`config.mk`:
```
export PLATFORM = sky130hd
export DESIGN_NAME = ti_node_fetch
export DESIGN_NICKNAME = d
export VERILOG_FILES = /design/src/rtl/ti_node_fetch.sv
export SDC_FILE = /design/constraint.sdc
export NUM_CORES = 1
export LEC_CHECK = 0
export ABC_AREA = 0
export CAP_MARGIN = 20
export CORE_AREA = 2 2 197 199
export DETAILED_ROUTE_END_ITERATION = 7
export DIE_AREA = 0 0 199 201
export HOLD_SLACK_MARGIN = 0.12
export PLACE_DENSITY_LB_ADDON = 0.12
export SYNTH_ARGS = -nofsm -noshare
export SYNTH_HDL_FRONTEND = slang
export SYNTH_SLANG_ARGS = --single-unit
export TNS_END_PERCENT = 100
```
`constraint.sdc`:
```
create_clock -name clk -period 3.5 [get_ports clk]
set_clock_uncertainty 0.1 [all_clocks]
set_input_delay 0.7 -clock clk [delete_from_list [all_inputs] [get_ports clk]]
set_output_delay 0.7 -clock clk [all_outputs]
set_load 0.05 [all_outputs]
```
`src/rtl/ti_node_fetch.sv`:
```
// Node fetch stage below the T&I unit: splits one fetch command into per-word cache
// reads and assembles the possibly out-of-order responses into one wide buffer.
module ti_node_fetch #(
    parameter int ADDR_BITS = 32,
    parameter int WORD_BITS = 32,
    parameter int MAX_WORDS = 12,
    parameter int TAG_BITS  = 4
) (
    input  logic                           clk,
    input  logic                           reset,
    input  logic                           start,
    input  logic [ADDR_BITS-1:0]           mem_addr,
    input  logic [3:0]                     mem_size,
    output logic                           ready_out,
    output logic                           valid_out,
    output logic [MAX_WORDS*WORD_BITS-1:0] mem_data,
    output logic                           req_valid,
    output logic [ADDR_BITS-1:0]           req_addr,
    output logic [TAG_BITS-1:0]            req_tag,
    input  logic                           req_ready,
    input  logic                           rsp_valid,
    input  logic [WORD_BITS-1:0]           rsp_data,
    input  logic [TAG_BITS-1:0]            rsp_tag,
    output logic                           rsp_ready
);
    // Common width for comparing tags, counts and sizes without truncation.
    localparam int CW = (TAG_BITS > 4) ? TAG_BITS + 1 : 5;

    typedef enum logic [1:0] {
        IDLE = 2'd0,
        REQ  = 2'd1,
        WAIT = 2'd2,
        DONE = 2'd3
    } state_t;

    state_t                         state_r;
    state_t                         nextState_s;
    logic [3:0]                     size_r;
    logic [TAG_BITS-1:0]            issueCnt_r;
    logic [ADDR_BITS-1:0]           reqAddr_r;
    logic [MAX_WORDS-1:0]           recvMask_r;
    logic [MAX_WORDS*WORD_BITS-1:0] memData_r;
    logic                           readyOut_r;
    logic                           validOut_r;
    logic                           reqValid_r;

    logic                           accept_s;
    logic                           reqFire_s;
    logic                           lastReq_s;
    logic                           rspHit_s;
    logic                           allRecv_s;
    logic [3:0]                     clampSize_s;
    logic [MAX_WORDS-1:0]           sizeMask_s;
    logic [MAX_WORDS-1:0]           rspBit_s;
    logic                           unusedAddrBits_s;

    // Byte-offset bits of the command address are discarded by design.
    assign unusedAddrBits_s = ^mem_addr[1:0];

    // Command decode, response filtering and completion detection.
    always_comb begin
        accept_s  = start && (state_r == IDLE);
        reqFire_s = reqValid_r && req_ready;
        if (CW'(mem_size) > CW'(MAX_WORDS)) begin
            clampSize_s = 4'(MAX_WORDS);
        end else begin
            clampSize_s = mem_size;
        end
        lastReq_s = (CW'(issueCnt_r) == (CW'(size_r) - CW'(1'b1)));
        rspHit_s  = rsp_valid && ((state_r == REQ) || (state_r == WAIT))
                    && (CW'(rsp_tag) < CW'(size_r));
        rspBit_s  = {MAX_WORDS{1'b0}};
        if (rspHit_s) begin
            rspBit_s[rsp_tag] = 1'b1;
        end else begin
            rspBit_s = {MAX_WORDS{1'b0}};
        end
        for (int i = 0; i < MAX_WORDS; i++) begin
            sizeMask_s[i] = (CW'(i) < CW'(size_r));
        end
        // Completion counts the word arriving this very cycle.
        allRecv_s = (((recvMask_r | rspBit_s) & sizeMask_s) == sizeMask_s);
    end

    // Next-state logic of the fetch sequencer.
    always_comb begin
        nextState_s = state_r;
        case (state_r)
            IDLE: begin
                if (accept_s) begin
                    nextState_s = (clampSize_s == 4'd0) ? DONE : REQ;
                end else begin
                    nextState_s = IDLE;
                end
            end
            REQ: begin
                if (reqFire_s && lastReq_s) begin
                    nextState_s = allRecv_s ? DONE : WAIT;
                end else begin
                    nextState_s = REQ;
                end
            end
            WAIT: begin
                if (allRecv_s) begin
                    nextState_s = DONE;
                end else begin
                    nextState_s = WAIT;
                end
            end
            DONE:    nextState_s = IDLE;
            default: nextState_s = IDLE;
        endcase
    end

    // State register, request bookkeeping and registered handshake outputs.
    always_ff @(posedge clk) begin
        if (reset) begin
            state_r    <= IDLE;
            readyOut_r <= 1'b1;
            validOut_r <= 1'b0;
            reqValid_r <= 1'b0;
            size_r     <= 4'd0;
            issueCnt_r <= {TAG_BITS{1'b0}};
            reqAddr_r  <= {ADDR_BITS{1'b0}};
            recvMask_r <= {MAX_WORDS{1'b0}};
        end else begin
            state_r    <= nextState_s;
            readyOut_r <= (nextState_s == IDLE);
            validOut_r <= (nextState_s == DONE);
            reqValid_r <= (nextState_s == REQ);
            if (accept_s) begin
                size_r     <= clampSize_s;
                issueCnt_r <= {TAG_BITS{1'b0}};
                reqAddr_r  <= {mem_addr[ADDR_BITS-1:2], 2'b00};
                recvMask_r <= {MAX_WORDS{1'b0}};
            end else begin
                size_r     <= size_r;
                recvMask_r <= recvMask_r | rspBit_s;
                // The running address tracks base + 4*issueCnt.
                if (reqFire_s) begin
                    issueCnt_r <= issueCnt_r + TAG_BITS'(1'b1);
                    reqAddr_r  <= reqAddr_r + ADDR_BITS'(3'd4);
                end else begin
                    issueCnt_r <= issueCnt_r;
                    reqAddr_r  <= reqAddr_r;
                end
            end
        end
    end

    // Response word capture; the buffer is cleared on every accepted command.
    always_ff @(posedge clk) begin
        if (reset) begin
            memData_r <= {(MAX_WORDS*WORD_BITS){1'b0}};
        end else if (accept_s) begin
            memData_r <= {(MAX_WORDS*WORD_BITS){1'b0}};
        end else if (rspHit_s) begin
            memData_r[rsp_tag*WORD_BITS +: WORD_BITS] <= rsp_data;
        end else begin
            memData_r <= memData_r;
        end
    end

    assign ready_out = readyOut_r;
    assign valid_out = validOut_r;
    assign mem_data  = memData_r;
    assign req_valid = reqValid_r;
    assign req_addr  = reqAddr_r;
    assign req_tag   = issueCnt_r;
    assign rsp_ready = 1'b1;

endmodule

```
==> impl_metrics.tcl <==
set metrics [dict create \
    status "complete, no violations" \
    grt_max_degree 66 \
    holdBufCountCts 0 \
    yosysWarningCount 0 \
    r2r_setup_slack_ps 530 \
    synth_cell_type_count 55 \
    layout-drive-gt1-share_pct 6.12 \
    cts-root-buf "clkbuf_16" \
    max_cap_viol_count 0 \
    area_delta_synth_final_pct 43.1 \
    grt.overflow.total 0 \
    crit_type "primary input to flip-flop" \
    synth-main-ff-cell "dfxtp_1" \
    first_global_vias 15200 \
    totalPowerFinal_uw 10600 \
    yosys.area.top_type "dfxtp_1" \
    nNetsFinal 2606 \
    rsz0062_at_grt "false" \
    fp.dieH_microns 201 \
    use_met1_pct 36.0 \
    synth_top_area_share_pct 52.8 \
    place.port_buffers 495 \
    drc 0 \
    routed_wl_microns 59700 \
    cts_max_path_buffers 3 \
    busiest_layer "met2" \
    cp_slowest_stage_delay_ps 580 \
    hold_path_class "flip-flop to flip-flop" \
    use_met2_pct 49.3 \
    crit_slowest_cell "a2111oi_0" \
    finalSetupViolCount 0 \
    cp-end-kind "flip-flop" \
    avgSynthCellArea_sq_um 7.97 \
    slew-limit-headroom_pct 35.5 \
    vias 16200 \
    p_leak_uw 0.00795 \
    clk_pin_slew_ps 60 \
    final_hold_viol_count 0 \
    cts_resized 0 \
    drv_slew 0 \
    row_count 72 \
    ant_nets 0 \
    worstMarginPinSlew_ps 964 \
    period_share_pct 86.7 \
    cts_max_level 2 \
    post-cts-setup-buffers 0 \
    track_usage_pct 29.1 \
    synthArstFlopShare_pct 0 \
    worst-path-max-fanout 13 \
    drt-wirelength-per-cell_microns 19.5 \
    n_antenna_cell 0 \
    reg2reg_depth 10 \
    multiInputGateArea_sq_um 7080 \
    whs_ps 350 \
    synth_edf_count 0 \
    clk_latency_ps 560 \
    reg2reg_to "mem_data[91]" \
    cp.arrival_ps 3430 \
    crit_end "req_valid" \
    die_area_sq_um 40000 \
    cts_tree "built" \
    whs_path_depth 2 \
    first_iter_violations 1146 \
    use_met3_pct 5.80 \
    initial_utilization_pct 43.7 \
    clock.fmax_mhz 329 \
    numCtsBuffers 45 \
    ys_top_cells_by_area "dfxtp_1, nand2_1, a21oi_1" \
    layout.area.seq_sq_um 8790 \
    via_per_inst 5.28 \
    crit_path_cell_trace "clkdlybuf4s50_1 > buf_4 > ha_1 > nor2_1 > a2111oi_0 > o311ai_0 > a21oi_1 > o2111ai_1 > o32a_1 > nor2b_1" \
    design.core.area_sq_um 38100 \
    synth-seq-cells 439 \
    antenna_found_initial 0 \
    synth_cells 2087 \
    drtPass1Iterations 6 \
    fill_cells 3346 \
    start_kind "primary input" \
    crit_required_ps 3890 \
    place_hpwl_microns 40700 \
    gp_congestion 0.916 \
    pin_count 501 \
    ir_drop_mv 0.369 \
    syn_area_sq_um 16600 \
    seq_area_frac_synth_pct 52.8 \
    powerDensity_nw_per_um2 447 \
    r2r_start "size_r[1]" \
    startpoint "rsp_tag[0]" \
    period_minus_slack_ps 3040 \
    cts_sinks 439 \
    grt_first_pass_wirelength_microns 90000 \
    die_width_microns 199 \
    min_from "mem_data[178]" \
]
flip-flops by register name, indices dropped and copies added (netlist names):
| name | cells |
|---|---|
| req_valid | 1 |
| size_r | 4 |
| req_addr | 30 |
| mem_data | 384 |
| recvMask_r | 12 |
| ready_out | 1 |
| valid_out | 1 |
| req_tag | 4 |
| state_r | 2 |
worst max-delay path: cells and delay by family:
| kind | cells | cell delay (ps) |
|---|---|---|
| fa+ha+maj | 1 | 210 |
| compound gates | 5 | 1600 |
| simple gates | 2 | 190 |
| buf+inv | 2 | 730 |
kinds of logic (layout without fill, tap and decap cells):
| family | Yosys count | in the layout | share of synthesized area, % |
|---|---|---|---|
| simple gates | 927 | 927 | 23.3 |
| fa+ha+maj | 17 | 17 | 1.28 |
| xor+xnor | 34 | 34 | 1.79 |
| buf+inv | 203 | 663 | 4.85 |
| compound gates | 432 | 432 | 14.0 |
| flops | 439 | 439 | 52.8 |
| other cells | 2 | 3 | 0.0451 |
| mux | 33 | 33 | 1.99 |
synth_stat cells, drive strengths merged, types with 2 or more instances:
master and instances:
a221o 2, dfxtp 439, a41oi 3, and4 4, nand2b 3, inv 14
and3 8, xor2 23, nor3 12, ha 17, nor2b 2, xnor2 11
or3b 2, and2 8, clkbuf 157, o21ai 6, nand3 141, a211oi 23
conb 2, buf 32, nand4 11, a21oi 373, nor3b 2, nor2 101
nand2 613, mux2i 33, nor4 6, a31oi 2, a22oi 2, o22ai 3
a311oi 6, or4 4, or3 7
per-stage QoR:
stage | worst slack, ps | util [%] | instance area [sq um] | setup TNS (ps) | std cells
after floorplan | 511 | - | 16600 | 0 | 2088
after global placement | -99.3 | 58.7 | 22400 | -225 | 2983
after detailed placement | -21.1 | 58.7 | 22400 | -40.8 | 2983
after CTS | 527 | 62.5 | 23800 | 0 | 3066
after global routing | 299 | 62.5 | 23800 | 0 | 3066
final | 465 | 62.5 | 23800 | 0 | 3066
per-layer routing:
| layer | vias to the layer above | part of all wire (%) |
|---|---|---|
| li1 | 7782 | - |
| met1 | 7608 | 40 |
| met2 | 664 | 49 |
| met3 | 126 | 7.8 |
| met4 | 0 | 3.8 |
| met5 | - | 0 |
how the worst min path moves through the flow:
stage	to
after floorplan	recvMask_r[11]
after global placement	recvMask_r[5]
after detailed placement	recvMask_r[5]
after CTS	mem_data[21]
after global routing	mem_data[196]
final	mem_data[178]
where the power goes:
part | switching, uW | leakage (uW) | internal (uW)
Sequential | 44.5 | 0.00354 | 5040
Clock | 2010 | 0.000718 | 2680
Combinational | 586 | 0.00369 | 286
Total | 2640 | 0.00795 | 8000
cells in the final DEF, fill, tap and decap left out, types with 3 or more instances in the layout:
master           synthesis  routed
ha_1                    17      17
conb_1                   2       3
dfxtp_1                439     439
a41oi_1                  3       3
xnor2_1                 11      11
or4_1                    4       4
or3_1                    7       7
xor2_1                  23      23
nor4_1                   4       3
buf_12                   0      25
mux2i_1                 33      33
nand3_1                141     141
clkbuf_8                 0      10
o22ai_1                  3       3
clkbuf_1               157      13
a21oi_1                372     372
nor2_2                   0       5
nand2_1                613     611
a211oi_1                23      23
a311oi_1                 6       6
buf_4                    3      46
inv_1                   14      14
nor2_1                 101      95
nor3_1                  12      12
clkinv_2                 0      11
o21ai_0                  6       6
clkdlybuf4s50_1          0     495
clkbuf_16                0      47
and4_1                   4       4
and2_1                   7       7
nand4_1                 11      11
and3_1                   8       8
cell type report:
class | count | share of cell area [%]
sequential | 439 | 36.9
multi-input combinational | 1446 | 29.8
timing repair buffer | 566 | 24.4
clock buffer | 70 | 5.72
tap | 518 | 2.72
clock inverter | 13 | 0.305
inverter | 14 | 0.221
Note: power is estimated with default switching activity, not from simulation.
